**src/rtl/xor_checksum_unit.sv**
```systemverilog
// xor_checksum_unit: sequential frame checksum engine.
// Accepts a frame of 1..MAX_WORDS words over a valid/ready handshake and folds
// each word into a 32-bit accumulator through one xor_32_bit instance. The
// final checksum and word count are then offered downstream on valid/ready.
//
// Optional feature macro: ROTATE_EN
//   defined   : the accumulator is rotated left by 1 before each XOR
//               (order-sensitive checksum)
//   undefined : plain XOR fold (order-insensitive checksum)
//
// Ports:
//   clk           in   clock, all state updates on posedge
//   rst_n         in   synchronous reset, active-low
//   start         in   frame start request, sampled only in IDLE
//   frame_len     in   words in the frame, sampled with start
//   in_valid      in   in_data is valid
//   in_data       in   input word
//   in_ready      out  word accepted when in_valid && in_ready
//   out_valid     out  checksum available
//   out_ready     in   consumer takes checksum when out_valid && out_ready
//   out_checksum  out  final checksum
//   out_count     out  number of words folded into out_checksum
//   busy          out  1 whenever the engine is not idle
//   err           out  1-cycle pulse for an illegal frame_len at start

// Pure 32-bit bitwise XOR.
module xor_32_bit (
  input  logic [31:0] a,
  input  logic [31:0] b,
  output logic [31:0] y
);
  assign y = a ^ b;
endmodule

module xor_checksum_unit #(
  parameter int unsigned WIDTH     = 32,
  parameter int unsigned MAX_WORDS = 16,
  parameter int unsigned CNT_W     = 5
) (
  input  logic             clk,
  input  logic             rst_n,
  input  logic             start,
  input  logic [CNT_W-1:0] frame_len,
  input  logic             in_valid,
  input  logic [31:0]      in_data,
  output logic             in_ready,
  output logic             out_valid,
  input  logic             out_ready,
  output logic [31:0]      out_checksum,
  output logic [CNT_W-1:0] out_count,
  output logic             busy,
  output logic             err
);

  typedef enum logic [1:0] {
    IDLE  = 2'd0,
    ACCUM = 2'd1,
    DONE  = 2'd2
  } state_t;

  state_t           state;
  logic [WIDTH-1:0] acc;
  logic [WIDTH-1:0] acc_pre_c;
  logic [WIDTH-1:0] fold_c;
  logic [CNT_W-1:0] cnt;
  logic [CNT_W-1:0] len;
  logic [CNT_W-1:0] cnt_inc_c;
  logic             len_ok_c;
  logic             in_hs_c;
  logic             out_hs_c;

  // Accumulator pre-conditioning ahead of the XOR fold.
`ifdef ROTATE_EN
  assign acc_pre_c = {acc[WIDTH-2:0], acc[WIDTH-1]};
`else
  assign acc_pre_c = acc;
`endif

  xor_32_bit u_xor (
    .a (acc_pre_c),
    .b (in_data),
    .y (fold_c)
  );

  assign cnt_inc_c = cnt + CNT_W'(1);
  assign len_ok_c  = (frame_len != '0) && (frame_len <= CNT_W'(MAX_WORDS));
  // in_ready is only ever high in ACCUM, out_valid only in DONE.
  assign in_hs_c   = in_valid && in_ready;
  assign out_hs_c  = out_valid && out_ready;

  // Frame FSM with registered handshake and status outputs.
  always_ff @(posedge clk) begin
    if (!rst_n) begin
      state        <= IDLE;
      acc          <= '0;
      cnt          <= '0;
      len          <= '0;
      in_ready     <= 1'b0;
      out_valid    <= 1'b0;
      busy         <= 1'b0;
      err          <= 1'b0;
      out_checksum <= '0;
      out_count    <= '0;
    end else begin
      err <= 1'b0;
      case (state)
        IDLE: begin
          if (start) begin
            if (len_ok_c) begin
              len      <= frame_len;
              acc      <= '0;
              cnt      <= '0;
              in_ready <= 1'b1;
              busy     <= 1'b1;
              state    <= ACCUM;
            end else begin
              err <= 1'b1;
            end
          end
        end
        ACCUM: begin
          if (in_hs_c) begin
            acc <= fold_c;
            cnt <= cnt_inc_c;
            if (cnt_inc_c == len) begin
              in_ready     <= 1'b0;
              out_valid    <= 1'b1;
              out_checksum <= fold_c;
              out_count    <= cnt_inc_c;
              state        <= DONE;
            end
          end
        end
        DONE: begin
          // A start seen on this edge is ignored: the engine is not idle yet.
          if (out_hs_c) begin
            out_valid <= 1'b0;
            busy      <= 1'b0;
            state     <= IDLE;
          end
        end
        default: begin
          state     <= IDLE;
          in_ready  <= 1'b0;
          out_valid <= 1'b0;
          busy      <= 1'b0;
        end
      endcase
    end
  end

endmodule

```
**config.mk**
```make
export PLATFORM = sky130hd
export DESIGN_NAME = xor_checksum_unit
export DESIGN_NICKNAME = d
export VERILOG_FILES = /design/src/rtl/xor_checksum_unit.sv
export SDC_FILE = /design/constraint.sdc
export NUM_CORES = 1
export LEC_CHECK = 0
export CORE_MARGIN = 4
export CORE_UTILIZATION = 51
export DETAILED_ROUTE_END_ITERATION = 6
export PLACE_DENSITY = 0.79
export SYNTH_ARGS = -nofsm -noshare
export SYNTH_HDL_FRONTEND = slang
export SYNTH_SLANG_ARGS = --single-unit
```
**constraint.sdc**
```tcl
create_clock -name clk -period 2.5 [get_ports clk]
set_input_delay 0.375 -clock clk [delete_from_list [all_inputs] [get_ports clk]]
set_output_delay 0.375 -clock clk [all_outputs]
set_load 0.01 [all_outputs]
```
## Word-level counts from Yosys, hierarchy flattened

Cells that the tools add are included.

| cells by class | value |
|---|---|
| magnitude comparators | 1 |
| bitwise operators | 4 |
| multiplexer cells | 25 |
| reduce and logical (&&, ||, !) cells | 14 |
| eq/ne operators | 8 |
| add/subtract/negate cells | 1 |

Operator list:

| kind | count |
|---|---|
| 2-to-1 mux 32 bit | 3 |
| one-hot mux 32 bit (2 select lines) | 1 |
| XOR 32 bit | 1 |
| 2-to-1 mux 5 bit | 3 |
| AND reduction 4 bit | 3 |
| 2-to-1 mux 2 bit | 5 |
| inequality test 2 bit, second input constant | 5 |
| one-hot mux 5 bit (2 select lines) | 1 |
| AND reduction 5 bit | 2 |
| one-hot mux 1 bit (3 select lines) | 3 |
| AND reduction 3 bit | 3 |
| 2-to-1 mux 1 bit | 8 |
| one-hot mux 2 bit (3 select lines) | 1 |
| adder 5 x 1 -> 5 bit, second input constant | 1 |
| == test 5 bit | 1 |
| less-or-equal comparator 5 bit, second input constant | 1 |
| nonzero test 5 bit | 1 |
| logical AND 1 bit | 3 |
| inverter 1 bit | 3 |
| == test 2 x 1 -> 1 bit, second input constant | 1 |
| == test 2 bit, second input constant | 1 |
| zero test 2 bit | 1 |
| nonzero test 2 bit | 1 |

| storage, ports and cells | value |
|---|---|
| register bits after elaboration | 85 |
| input port bits | 42 |
| word-level logic and storage cells | 63 |
| output and inout port bits | 41 |

## Logic depth before layout (Yosys ltp)

Gate-level depths: netlist of the first run.

| depth | value |
|---|---|
| depth after elaboration | 5 |
| depth in mapped cells | 8 |
| gate-level depth less buffers | 6 |

## By module

A second synthesis of the first run with hierarchy kept.

| unflattened totals | value |
|---|---|
| cells, all modules | 355 |
| area, all modules | 3601.0 um2 |

Modules (own cells, without submodules):

| module | sequential area each (um2) | instances | cells each | area an instance (um2) |
|---|---|---|---|---|
| xor_checksum_unit | 1701.6 | 1 | 323 | 3320.7 |
| xor_32_bit | 0.0 | 1 | 32 | 280.3 |

## Worst setup path before layout of the first run

OpenSTA, ideal clock, no wires.

| path | value |
|---|---|
| kind | flip-flop to flip-flop |
| start | reg cnt[2] |
| end | reg out_checksum[24] |
| library setup time | 0.117 ns |
| period minus slack after synthesis | 1.848 ns |
| path slack | 0.652 ns |
| required time | 2.383 ns |
| stages on the path, launching flop included | 8 |
| arrival time | 1.731 ns |
| buffers on the path | 2 |
| cells stage by stage | dfxtp_1 -> nand3_1 -> xnor3_1 -> nor4b_4 -> and2_1 -> buf_4 -> buf_6 -> o21ai_1 |

| on the way | value |
|---|---|
| word-level cells in the longest chain between the ends | 3 |

Ends and longest elaborated chain:

| what | line | text |
|---|---|---|
| start: declaration | 65 | `logic [CNT_W-1:0] cnt;` |
| start signal: assignment | 124 | `cnt <= cnt_inc_c;` |
| adder 5 x 1 -> 5 bit | 85 | `assign cnt_inc_c = cnt + CNT_W'(1);` |
| == test 5 bit | 125 | `if (cnt_inc_c == len) begin` |
| AND reduction 3 bit (no line) | -- |  |
| end signal: assignment | 128 | `out_checksum <= fold_c;` |
| end: declaration | 49 | `output logic [31:0] out_checksum,` |

Every way passes these cells.
A chain may end at the register's enable or synchronous reset.

## Final worst setup path of the first run

| path | value |
|---|---|
| start | reg cnt[0] |
| end | reg out_checksum[31] |

The elaborated chain is that of the path after synthesis.

==> flow_summary.html, run 1 <==
<table>
<tr><th>Metric</th><th>Value</th></tr>
<tr><th colspan="2">Global route</th></tr>
<tr><td>GRT Util Overall</td><td>0.222</td></tr>
<tr><td>Total gr overflow</td><td>0</td></tr>
<tr><td>First-pass GRT wire length</td><td>16.1 mm</td></tr>
<tr><td>Pin count of the biggest net entering global routing</td><td>52</td></tr>
<tr><td>Via count of the first global-routing pass</td><td>3459</td></tr>
<tr><td>Number of antenna violations at the first check in global routing</td><td>0</td></tr>
<tr><th colspan="2">STA</th></tr>
<tr><td>Fin crit share</td><td>0.824</td></tr>
<tr><td>Unrepaired setup endpoints after global routing</td><td>false</td></tr>
<tr><td>Max-slew violation total from the final report</td><td>0</td></tr>
<tr><td>Final Critical Period</td><td>2060 ps</td></tr>
<tr><td>Final hold viol count</td><td>0</td></tr>
<tr><td>Transition time at the pin with the least slew margin</td><td>561 ps</td></tr>
<tr><td>Finish-stage setup viols</td><td>0</td></tr>
<tr><td>Sum of negative setup slack</td><td>0 ps</td></tr>
<tr><td>Max_slew headroom</td><td>0.626</td></tr>
<tr><td>Worst Clk Skew</td><td>8.15 ps</td></tr>
<tr><td>FMAX</td><td>486 MHz</td></tr>
<tr><th colspan="2">Clocking</th></tr>
<tr><td>Count of buffers added by post-CTS timing repair for setup</td><td>0</td></tr>
<tr><td>H-tree levels</td><td>3</td></tr>
<tr><td>CTS max path bufs</td><td>2</td></tr>
<tr><td>Number of hold-repair buffers added at the cts stage</td><td>0</td></tr>
<tr><td>TritonCTS Buffers</td><td>9</td></tr>
<tr><td>CTS root buffer</td><td>sky130_fd_sc_hd__clkbuf_8</td></tr>
<tr><td>CTS sink count</td><td>85</td></tr>
<tr><td>Post-cts repair resize count</td><td>0</td></tr>
<tr><td>Source-to-sink clock delay at the later pin of the worst-skew pair</td><td>360 ps</td></tr>
<tr><td>Reg clk slew, reported paths</td><td>80 ps</td></tr>
<tr><td>CTS tree</td><td>yes</td></tr>
<tr><th colspan="2">Synthesis</th></tr>
<tr><td>Post-synthesis cell area</td><td>3930 um2</td></tr>
<tr><td>Synth Area in Simple Gates</td><td>0.206</td></tr>
<tr><td>Post-synthesis xor/xnor area fraction</td><td>0.0927</td></tr>
<tr><td>Count of synthesis-stage warnings from yosys</td><td>0</td></tr>
<tr><td>Share of flip-flops with an asynchronous set or reset after synthesis</td><td>0</td></tr>
<tr><td>Compound-Gate Fraction of Synth Area</td><td>0.187</td></tr>
<tr><td>Count of flip-flops with a built-in enable after synthesis</td><td>0</td></tr>
<tr><td>Part of the Yosys area used for sequential elements</td><td>0.433</td></tr>
<tr><td>Number of synthesized register bits</td><td>85</td></tr>
<tr><td>Top flip-flop cell by instance count after synthesis</td><td>sky130_fd_sc_hd__dfxtp_1</td></tr>
<tr><td>Number of instances in the synthesized netlist</td><td>476</td></tr>
<tr><td>Synthesized-area fraction occupied by adder cells</td><td>0.00319</td></tr>
<tr><td>Synth Area per Inst</td><td>8.25 um2</td></tr>
<tr><td>Unique masters post-synth</td><td>37</td></tr>
<tr><td>Share of cell area taken by muxes after synthesis</td><td>0.0102</td></tr>
<tr><td>Dominant combinational cell family by area after synthesis</td><td>simple AND/OR/NAND/NOR gates</td></tr>
<tr><td>Number of nets in the synthesized netlist</td><td>519</td></tr>
<tr><th colspan="2">Drt</th></tr>
<tr><td>Post-detailed-route DRC marker count</td><td>0</td></tr>
<tr><td>Overall via count from detail_route</td><td>3680</td></tr>
<tr><td>WL/cell</td><td>15.0 um</td></tr>
<tr><td>Via density per instance</td><td>5.64</td></tr>
<tr><td>Total detailed-routing wirelength</td><td>9.79 mm</td></tr>
<tr><td>DRC marker count from the first detailed-route iteration</td><td>209</td></tr>
<tr><td>Routed Antenna Nets</td><td>0</td></tr>
<tr><td>Initial DRT Pass Iterations</td><td>5</td></tr>
<tr><th colspan="2">Placement</th></tr>
<tr><td>HPWL Detailed</td><td>6.73 mm</td></tr>
<tr><td>Final weighted congestion of routability-driven global placement</td><td>0.809</td></tr>
<tr><td>Placed cell count</td><td>638</td></tr>
<tr><td>Number of buffers inserted by port buffering</td><td>82</td></tr>
<tr><th colspan="2">Layout</th></tr>
<tr><td>Area of the multi-input gates</td><td>1980 um2</td></tr>
<tr><td>Layout cell share with drive strength beyond 1</td><td>0.0633</td></tr>
<tr><td>Fillers</td><td>603</td></tr>
<tr><td>Number of standard cells in the layout, taps in and fillers out</td><td>652</td></tr>
<tr><td>Nets@finish</td><td>593</td></tr>
<tr><td>Number of antenna diodes</td><td>0</td></tr>
<tr><td>Final cell utilization of the core</td><td>0.682</td></tr>
<tr><td>Sequential Area</td><td>1700 um2</td></tr>
<tr><td>Most frequent cells in the layout</td><td>85 x sky130_fd_sc_hd__dfxtp_1, 81 x sky130_fd_sc_hd__clkdlybuf4s50_1, 66 x sky130_fd_sc_hd__nand2_1, 37 x sky130_fd_sc_hd__xor2_1, 35 x sky130_fd_sc_hd__nand4_1</td></tr>
<tr><td>Most common cell after layout, fill and taps aside</td><td>sky130_fd_sc_hd__dfxtp_1</td></tr>
<tr><td>P&amp;R area growth vs syn</td><td>28.0%</td></tr>
<tr><th colspan="2">Worst setup path</th></tr>
<tr><td>Biggest cell delay along the critical path</td><td>470 ps</td></tr>
<tr><td>Cell family contributing the most delay on the critical path</td><td>simple AND/OR/NAND/NOR gates</td></tr>
<tr><td>Worst path required time</td><td>2730 ps</td></tr>
<tr><td>WP buf/inv</td><td>1</td></tr>
<tr><td>Arrival time reported for the critical path endpoint</td><td>2290 ps</td></tr>
<tr><td>Crit Path Class</td><td>reg -&gt; reg</td></tr>
<tr><td>Largest fanout on the critical path</td><td>19</td></tr>
<tr><td>Crit. path cell count</td><td>6</td></tr>
<tr><td>Worst reg-to-reg path cell count</td><td>6</td></tr>
<tr><td>Kind of launch point of the worst setup path</td><td>flop</td></tr>
<tr><td>Max stage delay cell, worst path</td><td>sky130_fd_sc_hd__dfxtp_1</td></tr>
<tr><td>Kind of end point of the critical path</td><td>flop</td></tr>
<tr><td>Chain of cells forming the critical path</td><td>nand3_1, xnor3_1, nor4b_4, and2_1, buf_4, o21ai_0</td></tr>
<tr><th colspan="2">Run status</th></tr>
<tr><td>Run status</td><td>finished clean</td></tr>
<tr><th colspan="2">Floorplanning</th></tr>
<tr><td>Core Rows</td><td>31</td></tr>
<tr><td>I/O pin count</td><td>83</td></tr>
<tr><td>Die extent in y</td><td>95.7 um</td></tr>
<tr><td>Area of the die</td><td>9170 um2</td></tr>
<tr><td>Floorplan die width</td><td>95.7 um</td></tr>
<tr><td>Starting density of the core</td><td>0.533</td></tr>
<tr><td>Core ar.</td><td>7370 um2</td></tr>
<tr><th colspan="2">Power and ir drop</th></tr>
<tr><td>Peak supply drop</td><td>0.290 mV</td></tr>
<tr><td>Static leakage</td><td>1.89 nW</td></tr>
<tr><td>Power Dens Cells</td><td>517 nW/um2</td></tr>
<tr><td>Power after layout</td><td>2.60 mW</td></tr>
<tr><th colspan="2">Worst hold path</th></tr>
<tr><td>Class of the worst hold path</td><td>reg -&gt; reg</td></tr>
<tr><td>Min-Delay Path Depth</td><td>2</td></tr>
<tr><th colspan="2">Job</th></tr>
<tr><td>Maximum Capacitance Violations</td><td>0</td></tr>
</table>
-- cells in the mapped netlist (all sizes together), types with 4 or more instances --
library cell | count | area share
dfxtp | 85 | 0.43
xor2 | 37 | 0.083
nor2 | 9 | 0.0086
a21oi | 16 | 0.020
nand4 | 35 | 0.056
a311oi | 13 | 0.029
inv | 25 | 0.024
clkbuf | 24 | 0.023
buf | 12 | 0.021
a31oi | 25 | 0.040
nor3 | 26 | 0.034
o21ai | 60 | 0.076
nand2 | 66 | 0.063
mux2i | 4 | 0.010
nand2b | 15 | 0.024
-- kinds of logic after synthesis --
family                   Yosys count
AO/OA/AOI/OAI                    124
XOR/XNOR                          40
adder cells (fa/ha/maj)            1
buffers and inverters             61
flip-flops                        85
multiplexers                       4
AND/OR/NAND/NOR                  161
-- where the power goes --
group	leakage, nW	internal (mW)	switching (mW)
logic	1.12	0.123	0.148
clock network	0.0923	0.478	0.464
registers	0.686	1.37	0.0185
total	1.89	1.97	0.630
-- layout make-up --
class,instances,share of cell area
Multi-Input combinational cell,330,0.395
Sequential cell,85,0.339
Timing Repair Buffer,99,0.188
Clock buffer,12,0.0289
Tap cell,99,0.0246
Inverter,25,0.0187
Clock inverter,2,0.00697
-- stage by stage --
step           worst slack [ps]  hold WS [ps]  area, um2
6_report                    441           448       5030
5_1_grt                     252           466       5030
2_1_floorplan               652           451       3930
3_3_place_gp                258           435       4850
3_5_place_dp                146           439       4850
4_1_cts                     436           453       5030
-- worst register-to-register path, stage by stage, from the launching register on --
cell,delay (ps)
sky130_fd_sc_hd__dfxtp_1,470
sky130_fd_sc_hd__nand3_1,260
sky130_fd_sc_hd__xnor3_1,310
sky130_fd_sc_hd__nor4b_4,360
sky130_fd_sc_hd__and2_1,190
sky130_fd_sc_hd__buf_4,250
sky130_fd_sc_hd__o21ai_0,120
-- metal layers --
metal / up-vias / part of all wire / GRT usage
li1: 1828 / - / -
met1: 1708 / 0.43 / 0.294
met2: 128 / 0.49 / 0.350
met3: 16 / 0.066 / 0.0532
met4: 0 / 0.016 / 0.0829
met5: - / 0 / 0
-- worst paths after layout --
check	from	end	slack, ps
max	cnt[0]	out_checksum[31]	440
min	out_checksum[6]	out_checksum[6]	450
max reg2reg	cnt[0]	out_checksum[31]	440
min reg2reg	out_checksum[6]	out_checksum[6]	450
-- state kept, by name, summed over array words and instances, names as in the netlist --
signal	cells
busy	1
cnt	5
acc	32
out_checksum	32
state	2
out_count	5
err	1
in_ready	1
len	5
out_valid	1
Power figures use the tool's default switching activity.
==> run 2, diff against run 1 <==
Settings changed: CORE_UTILIZATION 51 to 46, PLACE_DENSITY 0.79 to 0.75.
Clock period 2.5 ns to 1.79 ns, I/O delays scaled along.
==> run 2 against run 1 <==
  * The run now ends with negative setup slack left
  * Die area up 9.9%
  * Count of clock-buffer cells in the layout unchanged
  * Highest routed layer unchanged
  * Power up 42%
  * Fmax up 12%
  * Global-route usage down 2.7 points
  * Via count up 4.2%
  * Cell area up 11%
  * Largest cell class unchanged
  * Register-to-register slack worse by 490 ps
  * Final cell count up 4.6%
  * Combinational power up 65%
==> flow_summary.html, run 2 (synthesized netlist as in run 1, its figures left out) <==
<table>
<tr><th>Metric</th><th>Value</th></tr>
<tr><th colspan="2">Clocking</th></tr>
<tr><td>CTS sink count</td><td>85 (unchanged)</td></tr>
<tr><td>CTS max path bufs</td><td>2 (unchanged)</td></tr>
<tr><td>Reg clk slew, reported paths</td><td>90 ps (about the same)</td></tr>
<tr><td>Source-to-sink clock delay at the later pin of the worst-skew pair</td><td>360 ps (about the same)</td></tr>
<tr><td>H-tree levels</td><td>3 (unchanged)</td></tr>
<tr><td>CTS tree</td><td>yes</td></tr>
<tr><td>Number of hold-repair buffers added at the cts stage</td><td>0 (unchanged)</td></tr>
<tr><td>TritonCTS Buffers</td><td>9 (unchanged)</td></tr>
<tr><td>CTS root buffer</td><td>sky130_fd_sc_hd__clkbuf_8</td></tr>
<tr><th colspan="2">Global route</th></tr>
<tr><td>Via count of the first global-routing pass</td><td>3430 (-0.84%)</td></tr>
<tr><td>Total gr overflow</td><td>0 (unchanged)</td></tr>
<tr><td>Pin count of the biggest net entering global routing</td><td>46 (-12%)</td></tr>
<tr><td>GRT Util Overall</td><td>0.195 (-0.0266)</td></tr>
<tr><td>Number of antenna violations at the first check in global routing</td><td>0 (unchanged)</td></tr>
<tr><td>First-pass GRT wire length</td><td>16.0 mm (-0.99%)</td></tr>
<tr><th colspan="2">Job</th></tr>
<tr><td>Maximum Capacitance Violations</td><td>0 (unchanged)</td></tr>
<tr><th colspan="2">Power and ir drop</th></tr>
<tr><td>Peak supply drop</td><td>0.371 mV (+28%)</td></tr>
<tr><td>Power Dens Cells</td><td>657 nW/um2 (+27%)</td></tr>
<tr><td>Static leakage</td><td>2.16 nW (+14%)</td></tr>
<tr><th colspan="2">STA</th></tr>
<tr><td>Max_slew headroom</td><td>0.719 (+0.0931)</td></tr>
<tr><td>FMAX</td><td>545 MHz (+12%)</td></tr>
<tr><td>Fin crit share</td><td>1.02 (+0.201)</td></tr>
<tr><td>Final hold viol count</td><td>0 (unchanged)</td></tr>
<tr><td>Setup WS post-layout</td><td>-44.2 ps (-485 ps)</td></tr>
<tr><td>Worst Clk Skew</td><td>9.05 ps (+0.897 ps)</td></tr>
<tr><td>Finish-stage setup viols</td><td>36 (+36)</td></tr>
<tr><td>Max-slew violation total from the final report</td><td>0 (unchanged)</td></tr>
<tr><td>Transition time at the pin with the least slew margin</td><td>419 ps (-142 ps)</td></tr>
<tr><td>Sum of negative setup slack</td><td>-1040 ps (-1040 ps)</td></tr>
<tr><td>Post-route worst hold slack</td><td>224 ps (-225 ps)</td></tr>
<tr><td>Final Critical Period</td><td>1830 ps (-225 ps)</td></tr>
<tr><td>Unrepaired setup endpoints after global routing</td><td>true</td></tr>
<tr><th colspan="2">Layout</th></tr>
<tr><td>Nets@finish</td><td>615 (+3.7%)</td></tr>
<tr><td>Most common cell after layout, fill and taps aside</td><td>sky130_fd_sc_hd__dfxtp_1</td></tr>
<tr><td>Number of antenna diodes</td><td>0 (unchanged)</td></tr>
<tr><td>Most frequent cells in the layout</td><td>81 x sky130_fd_sc_hd__dfxtp_1, 78 x sky130_fd_sc_hd__clkdlybuf4s50_1, 66 x sky130_fd_sc_hd__nand2_1, 36 x sky130_fd_sc_hd__xor2_1, 35 x sky130_fd_sc_hd__nand4_1</td></tr>
<tr><td>Biggest regs</td><td>acc x32, out_checksum x32</td></tr>
<tr><td>P&amp;R area growth vs syn</td><td>42.6%</td></tr>
<tr><td>Layout cell share with drive strength beyond 1</td><td>0.187 (+0.124)</td></tr>
<tr><th colspan="2">Worst setup path</th></tr>
<tr><td>Worst path required time</td><td>2050 ps (-680 ps)</td></tr>
<tr><td>Arrival time reported for the critical path endpoint</td><td>2090 ps (-200 ps)</td></tr>
<tr><td>Crit Path Class</td><td>reg -&gt; reg</td></tr>
<tr><td>Largest fanout on the critical path</td><td>8 (-11)</td></tr>
<tr><td>Kind of launch point of the worst setup path</td><td>flop</td></tr>
<tr><td>Kind of end point of the critical path</td><td>flop</td></tr>
<tr><th colspan="2">Drt</th></tr>
<tr><td>WL/cell</td><td>15.7 um (+4.3%)</td></tr>
<tr><td>Total detailed-routing wirelength</td><td>10.7 mm (+9.1%)</td></tr>
<tr><td>Post-detailed-route DRC marker count</td><td>0 (unchanged)</td></tr>
<tr><td>DRC marker count from the first detailed-route iteration</td><td>194 (-7.2%)</td></tr>
<tr><td>Initial DRT Pass Iterations</td><td>4 (-1)</td></tr>
<tr><td>Routed Antenna Nets</td><td>0 (unchanged)</td></tr>
<tr><td>Via density per instance</td><td>5.62 (-0.37%)</td></tr>
<tr><td>Overall via count from detail_route</td><td>3835 (+4.2%)</td></tr>
<tr><th colspan="2">Floorplanning</th></tr>
<tr><td>I/O pin count</td><td>83 (unchanged)</td></tr>
<tr><td>Core Rows</td><td>33 (+6.5%)</td></tr>
<tr><td>Floorplan die width</td><td>100 um (+4.9%)</td></tr>
<tr><td>Die extent in y</td><td>100 um (+4.9%)</td></tr>
<tr><td>Starting density of the core</td><td>0.475 (-0.0573)</td></tr>
<tr><td>Area of the die</td><td>10100 um2 (+9.9%)</td></tr>
<tr><td>Core ar.</td><td>8260 um2 (+12%)</td></tr>
<tr><th colspan="2">Run status</th></tr>
<tr><td>Run status</td><td>complete, but fails checks</td></tr>
<tr><td>Violations in the final reports</td><td>negative setup slack</td></tr>
<tr><th colspan="2">Placement</th></tr>
<tr><td>Number of buffers inserted by port buffering</td><td>82 (unchanged)</td></tr>
<tr><td>Pre-CTS setup slack</td><td>-362 ps (-508 ps)</td></tr>
<tr><td>HPWL Detailed</td><td>6.82 mm (+1.2%)</td></tr>
<tr><td>Final weighted congestion of routability-driven global placement</td><td>0.881 (+8.9%)</td></tr>
<tr><th colspan="2">Worst hold path</th></tr>
<tr><td>Class of the worst hold path</td><td>in -&gt; reg</td></tr>
</table>
## run 2: changes by cell type in the layout (fill, tap and decap cells not counted), sizes merged
| cell | previous run | this run |
|---|---|---|
| buf | 18 | 35 |
| clkbuf | 12 | 17 |
| clkdlybuf4s50 | 81 | 78 |
| clkinv | 1 | 4 |
| dlymetal6s2s | 0 | 3 |
| bufinv | 1 | 0 |
## run 2: metrics by stage
step | cell area, um2 | util | total power, mW | cells
after global routing | 5600 | 0.678 | 3.81 | 682
after global placement | 4980 | 0.603 | 2.36 | 655
after CTS | 5180 | 0.627 | 3.64 | 671
after detailed placement | 4980 | 0.603 | 2.36 | 655
final | 5600 | 0.678 | 3.68 | 682
after floorplan | 3950 | - | 2.16 | 476
## run 2: worst paths after layout
path	startpoint	to	slack, ps	depth (start not counted)
setup / recovery	cnt[0]	out_count[1]	-40	6
hold / removal	frame_len[3]	len[3]	220	3
setup reg to reg	cnt[0]	out_count[1]	-40	6
hold reg to reg	out_checksum[22]	out_checksum[22]	460	2
## run 2: timing repair
item                                    CTS  global route
endpoints found under the setup margin   35            65
endpoints found under the hold margin     0             0
buffers inserted                          0             5
resized for setup                         6            64
cloned                                    0             6
pin swaps                                 1            39
## run 2: worst max-delay path, cell delays in order (launching register included)
cell and delay (ps):
sky130_fd_sc_hd__dfxtp_4 370, sky130_fd_sc_hd__ha_4 270, sky130_fd_sc_hd__xor2_4 160, sky130_fd_sc_hd__nor4b_4 370, sky130_fd_sc_hd__and2_4 320, sky130_fd_sc_hd__clkbuf_16 190, sky130_fd_sc_hd__o21ai_2 50
## run 2: area by class of cell
class | count | area, um2
clock buffers | 12 | 166
flip-flops and latches | 85 | 1710
inverters | 25 | 93.8
clock inverters | 4 | 20.0
well taps | 105 | 131
fillers | 652 | 2660
multi-input cells | 330 | 2190
repair buffers | 121 | 1280
## run 2: layer usage
metal	vias to the layer above	wire (um)	GRT usage
met5	-	0	0
met4	0	166	0.0663
met3	14	625	0.0347
met2	112	5180	0.330
met1	1837	4710	0.251
li1	1872	-	-
## run 2: power by group
group	switching, mW	internal, mW
registers	0.0203	1.91
clock network	0.688	0.619
logic	0.234	0.213
total	0.943	2.74
==> run 3, diff against run 2 <==
Settings changed: CORE_UTILIZATION 46 to 33, PLACE_DENSITY 0.75 to 0.57.
==> run 3 against run 2 <==
  * Setup slack improved by 50 ps
  * Cell area fell by 1.8%
  * Largest cell class unchanged
  * Wire length rose by 1.6%
  * Critical endpoint is now out_checksum[31]
  * Clock skew fell by 4.5 ps
  * The flow now finishes without violations
  * Clock power rose by 31%
  * Critical path depth did not move
  * Die area rose by 36%
==> flow_summary.html, run 3 (synthesized netlist as in run 1, its figures left out) <==
<table>
<tr><th>Metric</th><th>Value</th></tr>
<tr><th colspan="2">Global route</th></tr>
<tr><td>Number of antenna violations at the first check in global routing</td><td>0 (unchanged)</td></tr>
<tr><td>Via count of the first global-routing pass</td><td>3478 (+1.4%)</td></tr>
<tr><td>Total gr overflow</td><td>0 (unchanged)</td></tr>
<tr><td>GRT Util Overall</td><td>0.154 (-0.0407)</td></tr>
<tr><td>First-pass GRT wire length</td><td>16.8 mm (+5.3%)</td></tr>
<tr><td>Pin count of the biggest net entering global routing</td><td>46 (unchanged)</td></tr>
<tr><th colspan="2">Clocking</th></tr>
<tr><td>CTS max path bufs</td><td>2 (unchanged)</td></tr>
<tr><td>Reg clk slew, reported paths</td><td>60 ps (-30 ps)</td></tr>
<tr><td>TritonCTS Buffers</td><td>9 (unchanged)</td></tr>
<tr><td>CTS tree</td><td>yes</td></tr>
<tr><td>CTS root buffer</td><td>sky130_fd_sc_hd__clkbuf_16</td></tr>
<tr><td>Source-to-sink clock delay at the later pin of the worst-skew pair</td><td>330 ps (-30 ps)</td></tr>
<tr><td>CTS sink count</td><td>85 (unchanged)</td></tr>
<tr><td>H-tree levels</td><td>3 (unchanged)</td></tr>
<tr><th colspan="2">STA</th></tr>
<tr><td>Max-slew violation total from the final report</td><td>0 (unchanged)</td></tr>
<tr><td>Fin crit share</td><td>0.997 (-0.0279)</td></tr>
<tr><td>Sum of negative setup slack</td><td>0 ps (+1040 ps)</td></tr>
<tr><td>Max_slew headroom</td><td>0.712 (-0.00682)</td></tr>
<tr><td>Post-route worst hold slack</td><td>222 ps (-1.58 ps)</td></tr>
<tr><td>Final Critical Period</td><td>1780 ps (-50.0 ps)</td></tr>
<tr><td>Unrepaired setup endpoints after global routing</td><td>true</td></tr>
<tr><td>Finish-stage setup viols</td><td>0 (-100%)</td></tr>
<tr><td>Setup WS post-layout</td><td>5.81 ps (+50.0 ps)</td></tr>
<tr><td>Worst Clk Skew</td><td>4.58 ps (-4.47 ps)</td></tr>
<tr><td>FMAX</td><td>560 MHz (+2.8%)</td></tr>
<tr><td>Final hold viol count</td><td>0 (unchanged)</td></tr>
<tr><td>Transition time at the pin with the least slew margin</td><td>429 ps (+9.94 ps)</td></tr>
<tr><th colspan="2">Worst setup path</th></tr>
<tr><td>Worst setup endpoint</td><td>out_checksum[31]</td></tr>
<tr><td>Kind of end point of the critical path</td><td>flop</td></tr>
<tr><td>WP buf/inv</td><td>1 (unchanged)</td></tr>
<tr><td>Arrival time reported for the critical path endpoint</td><td>2000 ps (-90 ps)</td></tr>
<tr><td>Cell family contributing the most delay on the critical path</td><td>simple AND/OR/NAND/NOR gates</td></tr>
<tr><td>Max stage delay cell, worst path</td><td>sky130_fd_sc_hd__dfxtp_4</td></tr>
<tr><td>Worst reg-to-reg path cell count</td><td>6 (unchanged)</td></tr>
<tr><td>Launch instance of the worst register-to-register path</td><td>cnt[0]</td></tr>
<tr><td>Chain of cells forming the critical path</td><td>ha_4, xor2_2, nor4b_4, and2_4, buf_12, o21ai_0</td></tr>
<tr><td>Kind of launch point of the worst setup path</td><td>flop</td></tr>
<tr><td>Critical path origin</td><td>cnt[0]</td></tr>
<tr><td>Worst path required time</td><td>2010 ps (-40 ps)</td></tr>
<tr><td>Crit Path Class</td><td>reg -&gt; reg</td></tr>
<tr><td>Endpoint of the lowest-slack register-to-register path</td><td>out_checksum[31]</td></tr>
<tr><td>Biggest cell delay along the critical path</td><td>360 ps (about the same)</td></tr>
<tr><td>Reg2Reg Setup Slack</td><td>6 ps (+50 ps)</td></tr>
<tr><td>Crit. path cell count</td><td>6 (unchanged)</td></tr>
<tr><td>Largest fanout on the critical path</td><td>16 (+8)</td></tr>
<tr><th colspan="2">Power and ir drop</th></tr>
<tr><td>Internal power</td><td>3.13 mW (+14%)</td></tr>
<tr><td>Switching power total</td><td>957 uW (+1.6%)</td></tr>
<tr><td>Clk network pwr share</td><td>0.419 (+0.064)</td></tr>
<tr><td>Power Dens Cells</td><td>743 nW/um2 (+13%)</td></tr>
<tr><td>Fraction of power spent switching nets</td><td>0.234 (-0.0217)</td></tr>
<tr><td>Power after layout</td><td>4.08 mW (+11%)</td></tr>
<tr><td>Static leakage</td><td>2.09 nW (-3.1%)</td></tr>
<tr><td>Proportion of power drawn by combinational gates</td><td>0.107 (-0.015)</td></tr>
<tr><td>Peak supply drop</td><td>0.471 mV (+27%)</td></tr>
<tr><td>Sequential share of power</td><td>0.474 (-0.049)</td></tr>
<tr><th colspan="2">Floorplanning</th></tr>
<tr><td>Starting density of the core</td><td>0.341 (-0.135)</td></tr>
<tr><td>Core Rows</td><td>39 (+18%)</td></tr>
<tr><td>Die extent in y</td><td>117 um (+17%)</td></tr>
<tr><td>Core ar.</td><td>11500 um2 (+39%)</td></tr>
<tr><td>Area of the die</td><td>13700 um2 (+36%)</td></tr>
<tr><td>I/O pin count</td><td>83 (unchanged)</td></tr>
<tr><td>Floorplan die width</td><td>117 um (+17%)</td></tr>
<tr><th colspan="2">Placement</th></tr>
<tr><td>HPWL Detailed</td><td>7.16 mm (+5.0%)</td></tr>
<tr><td>Pre-CTS setup slack</td><td>-325 ps (+37.0 ps)</td></tr>
<tr><td>Dpl cell area</td><td>5020 um2 (+0.85%)</td></tr>
<tr><td>Final weighted congestion of routability-driven global placement</td><td>0.784 (-11%)</td></tr>
<tr><td>Number of buffers inserted by port buffering</td><td>82 (unchanged)</td></tr>
<tr><th colspan="2">Run status</th></tr>
<tr><td>Run status</td><td>finished clean</td></tr>
<tr><th colspan="2">Drt</th></tr>
<tr><td>Total detailed-routing wirelength</td><td>10.8 mm (+1.6%)</td></tr>
<tr><td>DRC marker count from the first detailed-route iteration</td><td>235 (+21%)</td></tr>
<tr><td>Via density per instance</td><td>5.14 (-8.6%)</td></tr>
<tr><td>Post-detailed-route DRC marker count</td><td>0 (unchanged)</td></tr>
<tr><td>Routed Antenna Nets</td><td>0 (unchanged)</td></tr>
<tr><td>Overall via count from detail_route</td><td>3653 (-4.7%)</td></tr>
<tr><td>Initial DRT Pass Iterations</td><td>4 (unchanged)</td></tr>
<tr><td>WL/cell</td><td>15.3 um (-2.6%)</td></tr>
<tr><th colspan="2">Layout</th></tr>
<tr><td>P&amp;R area growth vs syn</td><td>40.0%</td></tr>
<tr><td>Layout cell share with drive strength beyond 1</td><td>0.106 (-0.0815)</td></tr>
<tr><td>Summed area of non-filler cells in the final layout</td><td>5500 um2 (-1.8%)</td></tr>
<tr><td>Biggest regs</td><td>acc x32, out_checksum x32</td></tr>
<tr><td>Most common cell after layout, fill and taps aside</td><td>sky130_fd_sc_hd__dfxtp_1</td></tr>
<tr><td>Most frequent cells in the layout</td><td>81 x sky130_fd_sc_hd__dfxtp_1, 78 x sky130_fd_sc_hd__clkdlybuf4s50_1, 66 x sky130_fd_sc_hd__nand2_1, 36 x sky130_fd_sc_hd__xor2_1, 35 x sky130_fd_sc_hd__nand4_1</td></tr>
<tr><td>Number of antenna diodes</td><td>0 (unchanged)</td></tr>
<tr><td>Nets@finish</td><td>607 (-1.3%)</td></tr>
<tr><th colspan="2">Worst hold path</th></tr>
<tr><td>Start point of the worst min-delay path</td><td>frame_len[3]</td></tr>
<tr><td>Class of the worst hold path</td><td>in -&gt; reg</td></tr>
<tr><th colspan="2">Job</th></tr>
<tr><td>Maximum Capacitance Violations</td><td>0 (unchanged)</td></tr>
</table>
run 3: changes by cell type in the layout (fill, tap and decap cells not counted), sizes merged:
cell / previous run / this run
buf: 35 / 27
clkinv: 4 / 2
clkbuf: 17 / 18
run 3: layout make-up:
class,instances,area [um2]
Multi-Input combinational cell,330,2020
Inverter,25,93.8
Tap cell,143,179
Clock inverter,2,10.0
Sequential cell,85,1710
Fill cell,1128,6020
Clock buffer,13,260
Timing Repair Buffer,113,1220
run 3: how the worst min path moves through the flow:
stage | cells past startpoint | endpoint
2_1_floorplan | 2 | len[3]
3_3_place_gp | 2 | out_checksum[3]
3_5_place_dp | 2 | out_checksum[2]
4_1_cts | 3 | out_checksum[2]
5_1_grt | 3 | len[3]
6_report | 3 | len[3]
run 3: power groups by stage:
stage               clock network, mW  logic [mW]  registers [mW]
global route                     1.85       0.474            1.94
global placement                    0       0.398            1.97
detailed placement                  0       0.399            1.98
floorplan                           0       0.193            1.97
CTS                              1.76       0.403            1.93
finish                           1.71       0.437            1.93
run 3: layer usage:
layer,vias to the layer above,global-route usage,routed length [um]
met5,-,0,0
met4,0,0.0581,141
met3,12,0.0303,475
met2,79,0.252,5170
met1,1708,0.202,5060
li1,1854,-,-
run 3: worst reg2reg max path, delay by kind of cell, from the launching register on:
family / cells / cell delay, ps
DFF: 1 / 360
adders and majority gates: 1 / 240
xor gates and xnor gates: 1 / 200
and+or+nand+nor: 2 / 620
buffers and inverters: 1 / 160
AOI/OAI and AO/OA: 1 / 90
run 3: what timing repair did:
action                                  CTS  global route
endpoints found under the setup margin   37            55
gates cloned                              0             5
pin swaps                                 0             4
setup buffers                             0             2
hold buffers                              0             0
resized for setup                         2            19
run 3: per-stage QoR:
| step | utilization | cells |
|---|---|---|
| final | 0.477 | 711 |
| after global routing | 0.477 | 711 |
| after CTS | 0.460 | 704 |
| after detailed placement | 0.436 | 689 |
| after global placement | 0.436 | 689 |
| after floorplan | - | 476 |
